[src/rtl/dist_mem.sv]
// -----------------------------------------------------------------------------
// dist_mem
//
// Small distributed (LUT-style) RAM used as a scratch / register-file store in
// the lab datapath. One synchronous write port and one combinational read port
// share a single address. An asynchronous active-low reset clears every word.
//
// Parameters:
//   ADDR_WIDTH : address width; depth is 2**ADDR_WIDTH words
//   DATA_WIDTH : word width in bits
//
// Ports:
//   clk   : clock; writes happen on its rising edge
//   rst_n : asynchronous active-low clear of all words (writes ignored while low)
//   we    : write enable, sampled on the rising clk edge
//   a     : shared write/read address
//   d     : write data
//   spo   : combinational read of the word at a (zero-cycle latency)
// -----------------------------------------------------------------------------
module dist_mem #(
    parameter int ADDR_WIDTH = 4,
    parameter int DATA_WIDTH = 8
) (
    input  logic                  clk,
    input  logic                  rst_n,
    input  logic                  we,
    input  logic [ADDR_WIDTH-1:0] a,
    input  logic [DATA_WIDTH-1:0] d,
    output logic [DATA_WIDTH-1:0] spo
);

    localparam int DEPTH = 2 ** ADDR_WIDTH;

    logic [DATA_WIDTH-1:0] mem_q [DEPTH];
    logic [DATA_WIDTH-1:0] mem_d [DEPTH];

    // Next-state of the storage array: only the addressed word can change.
    always_comb begin
        // NOTE: every always_comb output gets a full default first so no path
        // leaves it unassigned, which would otherwise infer a latch.
        mem_d = mem_q;
        if (we) begin
            mem_d[a] = d;
        end
    end

    // The clear must act on every word at once and independently of clk, so
    // the array lives in ordinary flops rather than a clocked RAM primitive.
    always_ff @(posedge clk or negedge rst_n) begin
        if (!rst_n) begin
            // NOTE: this memory is reset on purpose (the block promises an
            // all-zero state); most RAMs are not reset and should not be.
            for (int i = 0; i < DEPTH; i++) begin
                mem_q[i] <= '0;
            end
        end else begin
            // NOTE: sequential state uses non-blocking assignment so every flop
            // samples its input from before the edge.
            mem_q <= mem_d;
        end
    end

    // Asynchronous read: follows a immediately and shows a freshly written
    // word right after the writing edge.
    assign spo = mem_q[a];

endmodule

[config.mk]
export PLATFORM = sky130hd
export DESIGN_NAME = dist_mem
export DESIGN_NICKNAME = d
export VERILOG_FILES = /design/src/rtl/dist_mem.sv
export SDC_FILE = /design/constraint.sdc
export NUM_CORES = 1
export LEC_CHECK = 0
export ABC_AREA = 1
export CORE_UTILIZATION = 50
export DETAILED_ROUTE_END_ITERATION = 8
export HOLD_SLACK_MARGIN = 0.1
export PLACE_DENSITY = 0.75
export SYNTH_ARGS = -nofsm -noshare
export SYNTH_HDL_FRONTEND = slang
export SYNTH_SLANG_ARGS = --single-unit
export TNS_END_PERCENT = 10
[constraint.sdc]
create_clock -name clk -period 1.2 [get_ports clk]
set_input_delay 0.12 -clock clk [delete_from_list [all_inputs] [get_ports clk]]
set_output_delay 0.12 -clock clk [all_outputs]
set_load 0.1 [all_outputs]
==> summary.md, run 1 <==
| Metric | Value |
|---|---|
| CP most frequent cell | nand2_1 |
| Layout area overhead | 28.6% |
| Met2 usage | 44.0% |
| Critical Path Start Type | register |
| Total CTS buffers | 17 |
| Sequential fraction of the synthesis area | 52.6% |
| Synth top area cells | dfrtp_1, nand2_1, a21oi_1 |
| Rel. slew slack | 54.5% |
| Final period util | 139% |
| Hold Crit Class | primary input to asynchronous set/reset pin |
| Min setup slack post-route | -0.472 ns |
| Ys Warns | 0 |
| Detailed-route wire length | 16500 um |
| Maximum number of pins on one net before global-route repair | 53 |
| Vias after detailed routing | 5624 |
| Crit path capture type | primary output |
| Crit Path Max Fanout | 2 |
| Commonest cells after routing, fill and taps aside | nand2_1, dfrtp_1, nor2_1 |
| Number of port buffers | 22 |
| Number of synthesized flops with an enable pin | 0 |
| CP Data Arrival Time | 1.55 ns |
| Average size of a mapped cell | 7.34 um2 |
| Max reg flops | 128 |
| RSZ-0062 raised after global routing | true |
| Clk_skew | 0 ns |
| Power per Cell Area | 1820 mW/mm2 |
| Lkg Pwr | 4.00 nW |
| CTS clk-pin slew, worst paths | 0.06 ns |
| Global route hottest layer | met2 |
| Die area | 0.0126 mm2 |
| Final Wtd Congestion | 0.890 |
| Core area | 0.0117 mm2 |
| Die X | 112 um |
| Commonest non-fill, non-tap cell in the layout | nand2_1 |
| Cells along the critical path | nand2_1 > nand2_1 > nand2_1 > nand2_1 > nand2_1 > nand2_2 > inv_2 > nand2_8 > buf_12 |
| Max IR drop VDD | 1.32 mV |
| Layout cell share with drive strength beyond 1 | 19.3% |
| First-pass GRT wire length | 27100 um |
| CTS tree | done |
| Antenna cells | 0 |
| CTS root buf | clkbuf_16 |
| Share of synthesized registers carrying an async set or reset | 100% |
| Most used DFF post-synth | dfrtp_1 |
| Initial antenna violation count | 0 |
| Total track usage | 28.7% |
| Biggest register | mem_q |
| Final ANT Viol Nets | 0 |
| Worst hold slack | 0.264 ns |
| DRC Markers | 0 |
| Worst slack at placement | -0.607 ns |
| Biggest regs | mem_q: 128 flops |
| H-tree Lvls | 4 |
| Slowest CP cell | dfrtp_1 |
| R2R Path End | mem_q[72] |
| Netlist cell types | 20 |
| Max-slew violations | 0 |
| CTS max path bufs | 2 |
| DRT Pass-1 Iters | 5 |
| Final Instance Area | 0.00784 mm2 |
| Met3 Use GR | 8.80% |
| Fillers | 950 |
| Setup-failing EPs final | 8 |
| R2r startpoint | mem_q[72] |
| Worst slew pin tran | 0.682 ns |
| Vias in the first global route | 5408 |
| Count of final hold-check violations | 0 |
| Synth area leader | dfrtp_1 |
| Fmax | 598 MHz |
| WL per Instance | 15.9 um |
| GR Util met1 | 37.7% |
| Grt ovf | 0 |
| Die Ht | 112 um |
| Clock Sinks | 128 |
| DP Wirelength | 11000 um |
| Clock latency on the worst-skew pair | 0.43 ns |
| Synthesized flop and latch total | 128 |
| Placed Instances | 992 |
| Synthesized area | 0.00609 mm2 |
| Maxcap violations | 0 |
| # rows | 39 |
| R2R Setup Slk | 0.28 ns |
| Status | finished with violations |
| Fin nets | 902 |
| Crit path kind | register to primary output |
| Initial drt markers | 421 |
| Failing checks | setup timing |
| Initial Util | 52.2% |
| Worst Path Buf+Inv | 2 |
| Required @ worst endpoint | 1.08 ns |
| Area share of the largest cell type after synthesis | 52.6% |
| Placed inst area | 0.00699 mm2 |
| Vias/cell | 5.39 |
| Cells after Synth | 830 |
| CP top delay family | simple AND/OR/NAND/NOR gates |
| Final Instance Count excl. Fillers | 1043 |
| Slowest stage delay, CP | 0.38 ns |
| Worst-case reg-to-reg path depth | 4 |
| Syn_nets | 845 |
| # IOs | 23 |
| Fin crit period | 1.67 ns |
## metrics by stage
| step | utilization, % | setup TNS (ns) | power [mW] |
|---|---|---|---|
| 3_3_place_gp | 59.9 | -62.20 | 8.76 |
| 2_1_floorplan | - | 0 | 7.83 |
| 5_1_grt | 67.2 | -4.15 | 15.0 |
| 6_report | 67.2 | -3.50 | 14.3 |
| 4_1_cts | 65.7 | -4.58 | 14.1 |
| 3_5_place_dp | 59.9 | -67.08 | 8.93 |
## layer usage
metal	up-vias	wire length (um)
met4	0	494
met3	43	1250
met1	2671	7080
met2	211	7720
li1	2699	-
met5	-	0
## cell usage after synthesis, types with 2 or more instances
library cell	instances
a21oi_1	48
buf_1	2
buf_2	29
clkbuf_1	16
clkinv_1	2
dfrtp_1	128
inv_1	26
inv_2	2
nand2_1	430
nand2_2	4
nand4_1	2
nor2_1	50
nor2_2	6
o21ai_0	48
o21ai_1	32
## worst max path at each step
stage                    from        end  slack, ns  cells after the start
floorplan                a[1]     spo[2]       0.01                      8
global placement         a[1]     spo[6]      -0.60                     10
detailed placement       a[1]  mem_q[57]      -0.61                      7
CTS                 mem_q[59]     spo[3]      -0.47                      9
global route        mem_q[12]     spo[4]      -0.54                      9
finish              mem_q[17]     spo[1]      -0.47                      9
## kinds of logic (layout without fill, tap and decap cells)
logic type | Yosys count | count (layout) | share of synthesized area, %
AND/OR/NAND/NOR | 496 | 496 | 31.5
AO/OA/AOI/OAI | 128 | 128 | 10.5
flip-flops | 128 | 128 | 52.6
buffers and inverters | 78 | 148 | 5.44
## layout make-up
cell class / instances / area [um2] / area share, %
tap: 143 / 179 / 2.28
clock buffer: 19 / 453 / 5.78
multi-input combinational: 624 / 2790 / 35.5
inverter: 31 / 129 / 1.64
sequential: 128 / 3200 / 40.9
clock inverter: 13 / 139 / 1.77
timing repair buffer: 85 / 951 / 12.1
## what timing repair did
action	CTS	global route
hold buffers	2	0
pin swaps	20	32
gates resized for setup	31	28
endpoints found under the hold margin	128	0
endpoints found under the setup margin	97	118
setup buffers	4	13
## report_power, final
part	internal (mW)	switching, mW	total [mW]	leakage [nW]
Sequential	5.26	0.515	5.77	1.56
Combinational	1.38	2.02	3.41	2.16
Clock	3.15	1.94	5.09	0.277
Total	9.79	4.47	14.3	4.00
## worst register-to-register path, stage by stage (launching register included)
cell     delay [ns]
dfrtp_1        0.37
buf_4          0.13
buf_4          0.12
nor2_1         0.09
a21oi_1        0.05
Note: power is estimated with default switching activity, not from simulation.
==> run 2, diff against run 1 <==
Settings changed: GPL_ROUTABILITY_DRIVEN set to 0.
==> run 2 against run 1 <==
The flow still finishes with violations (setup timing); clock skew is the same; sequential share of layout area is essentially flat; worst hold slack lost 0.011 ns.
==> summary.md, run 2 (same netlist as run 1, synthesis figures left out) <==
| Metric | Value |
|---|---|
| Die area | 0.0126 mm2 (unchanged) |
| Failing checks | setup timing (unchanged) |
| Fin nets | 900 (was 902) |
| Count of final hold-check violations | 0 (unchanged) |
| Max IR drop VDD | 1.18 mV (was 1.32 mV) |
| Vias/cell | 5.31 (was 5.39) |
| WL per Instance | 15.6 um (was 15.9 um) |
| Lkg Pwr | 4.00 nW (about the same) |
| CTS clk-pin slew, worst paths | 0.06 ns (about the same) |
| Fmax | 607 MHz (was 598 MHz) |
| Biggest regs | mem_q: 128 flops (unchanged) |
| Critical Path Start Type | register (unchanged) |
| Placed inst area | 0.00701 mm2 (was 0.00699 mm2) |
| Initial drt markers | 416 (was 421) |
| DRT Pass-1 Iters | 5 (unchanged) |
| CP Data Arrival Time | 1.53 ns (was 1.55 ns) |
| Worst slew pin tran | 0.736 ns (was 0.682 ns) |
| H-tree Lvls | 4 (unchanged) |
| R2r startpoint | mem_q[54] (was mem_q[72]) |
| Power per Cell Area | 1820 mW/mm2 (about the same) |
| R2R Path End | mem_q[54] (was mem_q[72]) |
| Maxcap violations | 0 (unchanged) |
| Final period util | 137% (was 139%) |
| Layout cell share with drive strength beyond 1 | 18.4% (was 19.3%) |
| CTS root buf | clkbuf_16 (unchanged) |
| Crit path capture type | primary output (unchanged) |
| Maximum number of pins on one net before global-route repair | 86 (was 53) |
| Total power | 14.3 mW (about the same) |
| Die X | 112 um (unchanged) |
| Total negative slack | -3.36 ns (was -3.50 ns) |
| Final Instance Area | 0.00783 mm2 (was 0.00784 mm2) |
| CTS tree | done (unchanged) |
| Rel. slew slack | 50.9% (was 54.5%) |
| Die Ht | 112 um (unchanged) |
| Crit path kind | register to primary output (unchanged) |
| Antenna cells | 0 (unchanged) |
| RSZ-0062 raised after global routing | true (unchanged) |
| Max-slew violations | 0 (unchanged) |
| Number of port buffers | 22 (unchanged) |
| Hold Crit Class | primary input to asynchronous set/reset pin (unchanged) |
| Required @ worst endpoint | 1.08 ns (about the same) |
| Setup-failing EPs final | 8 (unchanged) |
| Grt ovf | 0 (unchanged) |
| Placed Instances | 993 (was 992) |
| Final Instance Count excl. Fillers | 1040 (was 1043) |
| Initial Util | 52.2% (unchanged) |
| Commonest cells after routing, fill and taps aside | nand2_1, dfrtp_1, nor2_1 (unchanged) |
| Vias after detailed routing | 5524 (was 5624) |
| Fin crit period | 1.65 ns (was 1.67 ns) |
| Clock Sinks | 128 (unchanged) |
| Worst-case reg-to-reg path depth | 4 (unchanged) |
| R2R Setup Slk | 0.31 ns (was 0.28 ns) |
| Total CTS buffers | 17 (unchanged) |
| DRC Markers | 0 (unchanged) |
| Status | finished with violations (unchanged) |
| Fillers | 939 (was 950) |
| First-pass GRT wire length | 26800 um (was 27100 um) |
| Biggest register | mem_q (unchanged) |
| Area of the multi-input gates | 0.00276 mm2 (was 0.00279 mm2) |
| Vias in the first global route | 5453 (was 5408) |
| Sequential Area | 0.00320 mm2 (unchanged) |
| DP Wirelength | 10400 um (was 11000 um) |
| # IOs | 23 (unchanged) |
| Commonest non-fill, non-tap cell in the layout | nand2_1 (unchanged) |
| Crit Path Max Fanout | 2 (unchanged) |
| Total track usage | 28.1% (was 28.7%) |
| Clk_skew | 0 ns (unchanged) |
| Layout area overhead | 28.5% (was 28.6%) |
| Detailed-route wire length | 16200 um (was 16500 um) |
| Final ANT Viol Nets | 0 (unchanged) |
| CTS max path bufs | 2 (unchanged) |
| Core area | 0.0117 mm2 (unchanged) |
| Initial antenna violation count | 0 (unchanged) |
| Max reg flops | 128 (unchanged) |
| Min setup slack post-route | -0.448 ns (was -0.472 ns) |
| Clock latency on the worst-skew pair | 0.42 ns (was 0.43 ns) |
| # rows | 39 (unchanged) |
run 2: layout make-up:
class | count | share of cell area, %
flip-flops and latches | 128 | 40.9
clock buffers | 26 | 6.63
well taps | 143 | 2.28
inverters | 31 | 1.55
repair buffers | 83 | 12.4
multi-input cells | 624 | 35.2
clock inverters | 5 | 0.958
run 2: layer usage:
layer / up-vias / GRT usage [%] / wire [um]
li1: 2691 / - / -
met2: 193 / 43.6 / 7370
met1: 2595 / 37.1 / 7040
met5: - / 0 / 0
met3: 45 / 7.94 / 1310
met4: 0 / 12.5 / 458
run 2: worst max-delay path by stage:
stage / start / to / slack, ns / cells after the start
after detailed placement: a[1] / mem_q[57] / -0.58 / 7
after floorplan: a[1] / spo[2] / 0.01 / 8
after global routing: mem_q[60] / spo[4] / -0.54 / 9
after global placement: a[1] / spo[3] / -0.54 / 9
after CTS: mem_q[15] / spo[7] / -0.44 / 9
final: mem_q[15] / spo[7] / -0.45 / 9
run 2: repair_timing:
item	4_1_cts	5_1_grt
pin swaps	30	29
setup buffers	10	4
gates cloned	1	0
hold buffers	1	0
setup endpoints to repair	115	67
endpoints found under the hold margin	128	0
resized for setup	32	19
run 2: per-stage QoR:
| step | setup slack [ns] | util (%) | hold WS (ns) |
|---|---|---|---|
| 6_report | -0.448 | 67.2 | 0.254 |
| 5_1_grt | -0.542 | 67.2 | 0.324 |
| 4_1_cts | -0.438 | 66.5 | 0.300 |
| 3_5_place_dp | -0.578 | 60.1 | 0.197 |
| 3_3_place_gp | -0.543 | 60.1 | 0.194 |
| 2_1_floorplan | 0.0100 | - | -0.176 |
run 2: where the power goes:
| group | internal [mW] | total, mW | leakage, nW | switching [mW] |
|---|---|---|---|---|
| Sequential | 5.26 | 5.77 | 1.56 | 0.512 |
| Combinational | 1.37 | 3.34 | 2.14 | 1.97 |
| Clock | 3.36 | 5.14 | 0.296 | 1.77 |
| Total | 10.0 | 14.3 | 4.00 | 4.26 |
run 2: critical path, stage by stage, from the launching register on:
cell     delay, ns
dfrtp_1       0.39
nand2_1       0.07
nand2_1       0.05
nand2_1       0.08
nand2_1       0.06
nand2_1       0.07
nand2_1       0.07
inv_2         0.10
nand2_8       0.05
buf_12        0.16
